--- src/rtl/l1_bus_requester.sv ---
// ---------------------------------------------------------------------------
// l1_bus_requester
//   Bus-side agent for one L1 cache. It accepts a single miss or writeback
//   from the L1 controller, arbitrates for the request bus, and then either
//   waits for the matching fill on the response bus (GETS/GETM) or
//   arbitrates for the response bus and pushes the victim line to memory
//   (PUTM). Only one transaction is in flight at any time.
//
// Ports
//   clk, rst                  clock, synchronous active-high reset
//   miss_valid/miss_ready     request handshake from the L1 controller
//   miss_op, miss_addr        transaction type and line address
//   wb_dirty, wb_data         PUTM victim line state and data
//   fill_valid/data/state     one-cycle fill return to L1 (01 S, 10 E, 11 M)
//   wb_done                   one-cycle PUTM completion pulse
//   req_bus_req/gnt/tx        request-bus arbitration and message
//   resp_bus_msg              response bus, snooped every cycle
//   resp_bus_req/gnt/tx       response-bus arbitration and message
// ---------------------------------------------------------------------------
package l1_bus_pkg;
  localparam int XLEN   = 32;
  localparam int LINE_W = 256;
  localparam int CORE_W = 2;
  localparam int WAY_W  = 2;

  typedef enum logic [1:0] {
    BUS_NONE = 2'd0,
    GETS     = 2'd1,
    GETM     = 2'd2,
    PUTM     = 2'd3
  } bus_tx_t;

  typedef enum logic [1:0] {
    NODATA    = 2'd0,
    DATA      = 2'd1,
    EXCLUSIVE = 2'd2
  } mmsg_t;

  typedef struct packed {
    logic              valid;
    logic [CORE_W-1:0] source;
    logic [XLEN-1:0]   addr;
    bus_tx_t           bus_tx;
  } req_msg_t;

  typedef struct packed {
    logic              valid;
    logic [CORE_W-1:0] source;
    logic [WAY_W-1:0]  way;
    logic [CORE_W-1:0] destination;
    logic              memory_flag;
    logic [XLEN-1:0]   addr;
    logic [LINE_W-1:0] data;
    mmsg_t             mmsg;
  } resp_msg_t;
endpackage

module l1_bus_requester
  import l1_bus_pkg::*;
#(
  parameter int ID = 0
) (
  input  logic              clk,
  input  logic              rst,
  input  logic              miss_valid,
  input  bus_tx_t           miss_op,
  input  logic [XLEN-1:0]   miss_addr,
  input  logic              wb_dirty,
  input  logic [LINE_W-1:0] wb_data,
  output logic              miss_ready,
  output logic              fill_valid,
  output logic [LINE_W-1:0] fill_data,
  output logic [1:0]        fill_state,
  output logic              wb_done,
  output logic              req_bus_req,
  input  logic              req_bus_gnt,
  output req_msg_t          req_bus_tx,
  input  resp_msg_t         resp_bus_msg,
  output logic              resp_bus_req,
  input  logic              resp_bus_gnt,
  output resp_msg_t         resp_bus_tx
);

  typedef enum logic [2:0] {
    IDLE      = 3'd0,
    REQ_ARB   = 3'd1,
    WAIT_FILL = 3'd2,
    WB_ARB    = 3'd3,
    DONE      = 3'd4
  } state_t;

  localparam logic [CORE_W-1:0] MY_ID = CORE_W'(ID);

  state_t            state, state_nxt;

  bus_tx_t           op_p0;
  logic [XLEN-1:0]   addr_p0;
  logic              dirty_p0;
  logic [LINE_W-1:0] wb_data_p0;

  logic              fill_hit;
  logic              wb_hit;
  logic              resp_match;

  logic              vld_p1;
  logic              wb_vld_p1;
  logic [LINE_W-1:0] fill_data_p1;
  logic [1:0]        fill_state_p1;

  // Source and way of incoming responses carry no meaning for this agent.
  logic              unused_resp_fields;
  assign unused_resp_fields = ^{resp_bus_msg.source, resp_bus_msg.way};

  // Permission granted to L1: a GETM always ends in M; a GETS ends in E only
  // when memory says nobody else holds the line.
  function automatic logic [1:0] grant_state(input bus_tx_t op, input mmsg_t m);
    if (op == GETM)
      return 2'b11;
    else if (m == EXCLUSIVE)
      return 2'b10;
    else
      return 2'b01;
  endfunction

  assign resp_match = resp_bus_msg.valid
                   && (resp_bus_msg.destination == MY_ID)
                   && !resp_bus_msg.memory_flag
                   && (resp_bus_msg.addr == addr_p0);

  always_ff @(posedge clk) begin
    if (rst)
      state <= IDLE;
    else
      state <= state_nxt;
  end

  // Bus outputs are decoded from the state so they are held stable for as
  // long as the state waits on its grant, and fall to zero everywhere else.
  always_comb begin
    state_nxt    = state;
    miss_ready   = 1'b0;
    req_bus_req  = 1'b0;
    req_bus_tx   = '0;
    resp_bus_req = 1'b0;
    resp_bus_tx  = '0;
    fill_hit     = 1'b0;
    wb_hit       = 1'b0;
    case (state)
      IDLE: begin
        miss_ready = 1'b1;
        if (miss_valid)
          state_nxt = REQ_ARB;
      end
      REQ_ARB: begin
        req_bus_req       = 1'b1;
        req_bus_tx.valid  = 1'b1;
        req_bus_tx.source = MY_ID;
        req_bus_tx.addr   = addr_p0;
        req_bus_tx.bus_tx = op_p0;
        if (req_bus_gnt)
          state_nxt = (op_p0 == PUTM) ? WB_ARB : WAIT_FILL;
      end
      WAIT_FILL: begin
        if (resp_match) begin
          fill_hit  = 1'b1;
          state_nxt = DONE;
        end
      end
      WB_ARB: begin
        resp_bus_req            = 1'b1;
        resp_bus_tx.valid       = 1'b1;
        resp_bus_tx.source      = MY_ID;
        resp_bus_tx.way         = '0;
        resp_bus_tx.destination = '0;
        resp_bus_tx.memory_flag = 1'b1;
        resp_bus_tx.addr        = addr_p0;
        resp_bus_tx.data        = wb_data_p0;
        resp_bus_tx.mmsg        = dirty_p0 ? DATA : NODATA;
        if (resp_bus_gnt) begin
          wb_hit    = 1'b1;
          state_nxt = DONE;
        end
      end
      DONE: begin
        state_nxt = IDLE;
      end
      default: begin
        state_nxt = IDLE;
      end
    endcase
  end

  // Stage p0: transaction captured at acceptance.
  always_ff @(posedge clk) begin
    if (state == IDLE && miss_valid) begin
      op_p0      <= miss_op;
      addr_p0    <= miss_addr;
      dirty_p0   <= wb_dirty;
      wb_data_p0 <= wb_data;
    end
  end

  // Stage p1: completion pulses, presented during DONE.
  always_ff @(posedge clk) begin
    if (rst) begin
      vld_p1    <= 1'b0;
      wb_vld_p1 <= 1'b0;
    end else begin
      vld_p1    <= fill_hit;
      wb_vld_p1 <= wb_hit;
    end
  end

  always_ff @(posedge clk) begin
    if (fill_hit) begin
      fill_data_p1  <= resp_bus_msg.data;
      fill_state_p1 <= grant_state(op_p0, resp_bus_msg.mmsg);
    end
  end

  assign fill_valid = vld_p1;
  assign fill_data  = fill_data_p1;
  assign fill_state = fill_state_p1;
  assign wb_done    = wb_vld_p1;

endmodule

--- config.mk ---
export PLATFORM = sky130hd
export DESIGN_NAME = l1_bus_requester
export DESIGN_NICKNAME = d
export VERILOG_FILES = /design/src/rtl/l1_bus_requester.sv
export SDC_FILE = /design/constraint.sdc
export NUM_CORES = 1
export LEC_CHECK = 0
export BUFFER_PORTS_ARGS = -buffer_cell sky130_fd_sc_hd__buf_4
export CORE_AREA = 5 5 464 466
export CTS_CLUSTER_DIAMETER = 100
export DETAILED_ROUTE_END_ITERATION = 16
export DIE_AREA = 0 0 469 471
export HOLD_SLACK_MARGIN = 0.05
export SLEW_MARGIN = 10
export SYNTH_ARGS = -nofsm -noshare
export SYNTH_HDL_FRONTEND = slang
export SYNTH_SLANG_ARGS = --single-unit
--- constraint.sdc ---
create_clock -name clk -period 14.4 [get_ports clk]
set_input_delay 3.6 -clock clk [delete_from_list [all_inputs] [get_ports clk]]
set_output_delay 3.6 -clock clk [all_outputs]
set_load 0.05 [all_outputs]
==> impl_results.md <==
* Hold path cells at 1
* CTS sink count at 554
* Area growth from synthesis to layout at 75.0%
* Hold Crit Class: reg2reg
* EDFF count, synth at 549
* Worst-Skew Late Latency at 0.72 ns
* Worst Max-Slew Pin Slew at 1.21 ns
* Reg-to-reg setup timing slack at 9.86 ns
* Setup CP Type: reg2out
* Gate count of the mapped netlist at 1,037
* Worst path depth at 5
* CP required at 10.80 ns
* CTS tree: done
* Hold-fix buffers, CTS at 0
* Storage element area at 16,600 um^2
* Status: complete, no violations
* Non-Filler Instances at 5,136
* Fill cells at 23,256
* Clk pin slew, worst setup/hold paths at 0.05 ns
* Min Tclk post-route at 8.02 ns
* Largest net degree at the start of global routing at 140
* Synthesized flop and latch total at 554
* DP Cell Count at 4,972
* Mean Syn Cell Area at 18.8 um^2
* Placed wire-length estimate at 122 mm
* Arr. time, crit path at 4.42 ns
* Post-Route Skew at 0.0474 ns
* Hold Fails Final Rpt at 0
* 1st-pass router iterations at 5
* GP Congestion at 0.887
* Buffers on Ports at 1,178
* Fin. max-slew vios at 0
* Period utilization at 0.557
* Most numerous cell in the Yosys netlist: edfxtp_1
* RSZ-0062 raised after global routing: no
* Most used cell, CP: buf_4
* Total GRT Usage at 0.121
* Pwr/cell area at 130 nW/um^2
* Width of the chip at 469 um
* Worst Setup Slack, final at 6.38 ns
* Layout cell share with drive strength beyond 1 at 0.575
* Worst path slowest cell: nor2b_4
* Largest buffer count on any clock path at 3
* CP Launch Type: register
* Max stage delay on crit path at 1.01 ns
* Yosys warning count at 0
* Vias in the first global route at 15,445
* Post-synthesis sequential area ratio at 0.849
* Initial core utilization at 0.0927
* NumNets Final at 2,824
* Antenna Nets Post-Route at 0
* Number of library cell types mapped by synthesis at 31
* Drt total wl at 141 mm
* Pre-CTS WS at 6.57 ns
* Grt ovf at 0
* Resized cells post-CTS at 0
* Yosys top cell area share at 0.844
* Mapped Area at 19,500 um^2
* CORE AREA at 211,000 um^2
* Post-synth top cells: 549 x edfxtp_1, 322 x and3_1, 67 x clkbuf_1
* DRC viols at 0
* Via Count at 15,170
* Setup crit end kind: output port
* Pwr Total at 4.44 mW
* Setup Viol. Count Final at 0
* Finished Core Util at 0.162
* Path depth of the worst reg2reg path at 7
* Postcts setup bufs at 0
* Top FF cell, synth: edfxtp_1
* Cell family with most CP delay: buffers and inverters
* Leak at 14.4 nW
* Fin area at 34,200 um^2
* First-pass GRT wire length at 170 mm
* Fin Hold WS at 0.607 ns
* # rows at 169
* CTS H-tree lvls at 3
* VDD IR-drop max at 0.0812 mV
* Io pins at 1,192
* Chip height at 471 um
* Ys async rst share at 0
* Synth area leaders: edfxtp_1 84%, and3_1 10%, xor2_1 1.3%
* Max_slew headroom at 0.189
* Total Neg Setup Slack at 0 ns
* Initial DRC Count at 932
* Full die area at 221,000 um^2
* Crit Path Max Fanout at 85
* Max-Cap Viols at 0
* WL per Instance at 27.5 um
* Crit path cell chain: nor2b_4 > buf_4 > buf_4 > and3_1 > buf_4
* Largest area contributor in the synthesized netlist: edfxtp_1
* CP bufs+invs at 3
* Area occupied by multi-input gates at 2590 um^2
* Maximum clock frequency at 125 MHz
* Initial antenna violation count at 172
* Clk root buf: clkbuf_16
* Vias per cell at 2.95
* TritonCTS Buffers at 77
* Area post-placement at 31,700 um^2
-- power breakdown --
part / switching [mW] / total (mW) / internal, mW
Combinational: 0.399 / 0.592 / 0.193
Clock: 0.834 / 1.88 / 1.04
Sequential: 0.0506 / 1.97 / 1.92
Total: 1.28 / 4.44 / 3.15
-- placed cells by master (no fill, tap or decap), types with 2 or more instances in the layout --
cell	instances
xnor2_1	3
nand2b_1	3
nand3b_1	2
clkinv_4	3
clkbuf_1	11
xor2_1	29
clkbuf_16	77
clkinvlp_4	4
dfxtp_1	4
nand4_1	2
mux2i_1	2
and3_1	321
conb_1	9
inv_8	3
and3_2	2
inv_6	11
clkinv_8	2
buf_4	1190
nor4_1	9
diode_2	26
clkinv_16	2
edfxtp_1	549
clkinv_2	11
inv_16	3
inv_1	3
nor2_1	4
clkinv_1	10
nor3_1	2
bufinv_16	2
-- state kept, by name, indices dropped and copies added, names as in the netlist --
register / count
addr_p0: 32
dirty_p0: 1
fill_data: 256
fill_state: 2
fill_valid: 1
op_p0: 2
state: 3
wb_data_p0: 256
wb_done: 1
-- kinds of logic (layout without fill, tap and decap cells) --
| logic type | Yosys count | in the layout | synth area share |
|---|---|---|---|
| other cells | 1 | 35 | 0.000192 |
| compound gates | 6 | 6 | 0.00224 |
| xor+xnor | 32 | 32 | 0.0143 |
| buf+inv | 89 | 1333 | 0.0207 |
| mux | 2 | 2 | 0.00102 |
| simple gates | 353 | 353 | 0.113 |
| flops | 554 | 554 | 0.849 |
-- worst register-to-register path, delay by kind of cell (launching register included) --
kind	cells	cell delay (ns)
buffers and inverters	2	1.29
AND/OR/NAND/NOR	4	1.83
flip-flops	1	0.51
XOR/XNOR	1	0.22
-- final timing paths --
path | start | end
hold reg to reg | state[0]$_SDFFE_PP0P_ | wb_done$_SDFF_PP0_
setup reg to reg | addr_p0[23]$_DFFE_PP_ | fill_data[11]$_DFFE_PP_
hold / removal | state[0]$_SDFFE_PP0P_ | wb_done$_SDFF_PP0_
setup / recovery | state[0]$_SDFFE_PP0P_ | resp_bus_tx[115]
-- cell type report --
class,count,share of cell area
sequential,554,0.485
timing repair buffer,1191,0.262
tap,2821,0.103
multi-input combinational,402,0.0759
clock buffer,88,0.0575
clock inverter,50,0.0143
antenna,26,0.00190
inverter,4,0.000439
-- per-layer routing --
layer  part of all wire  global-route usage
met5             0.0069                   0
met4              0.027              0.0319
met3               0.17              0.0940
met2               0.47               0.203
met1               0.33               0.116
(Power assumes the default switching activity.)
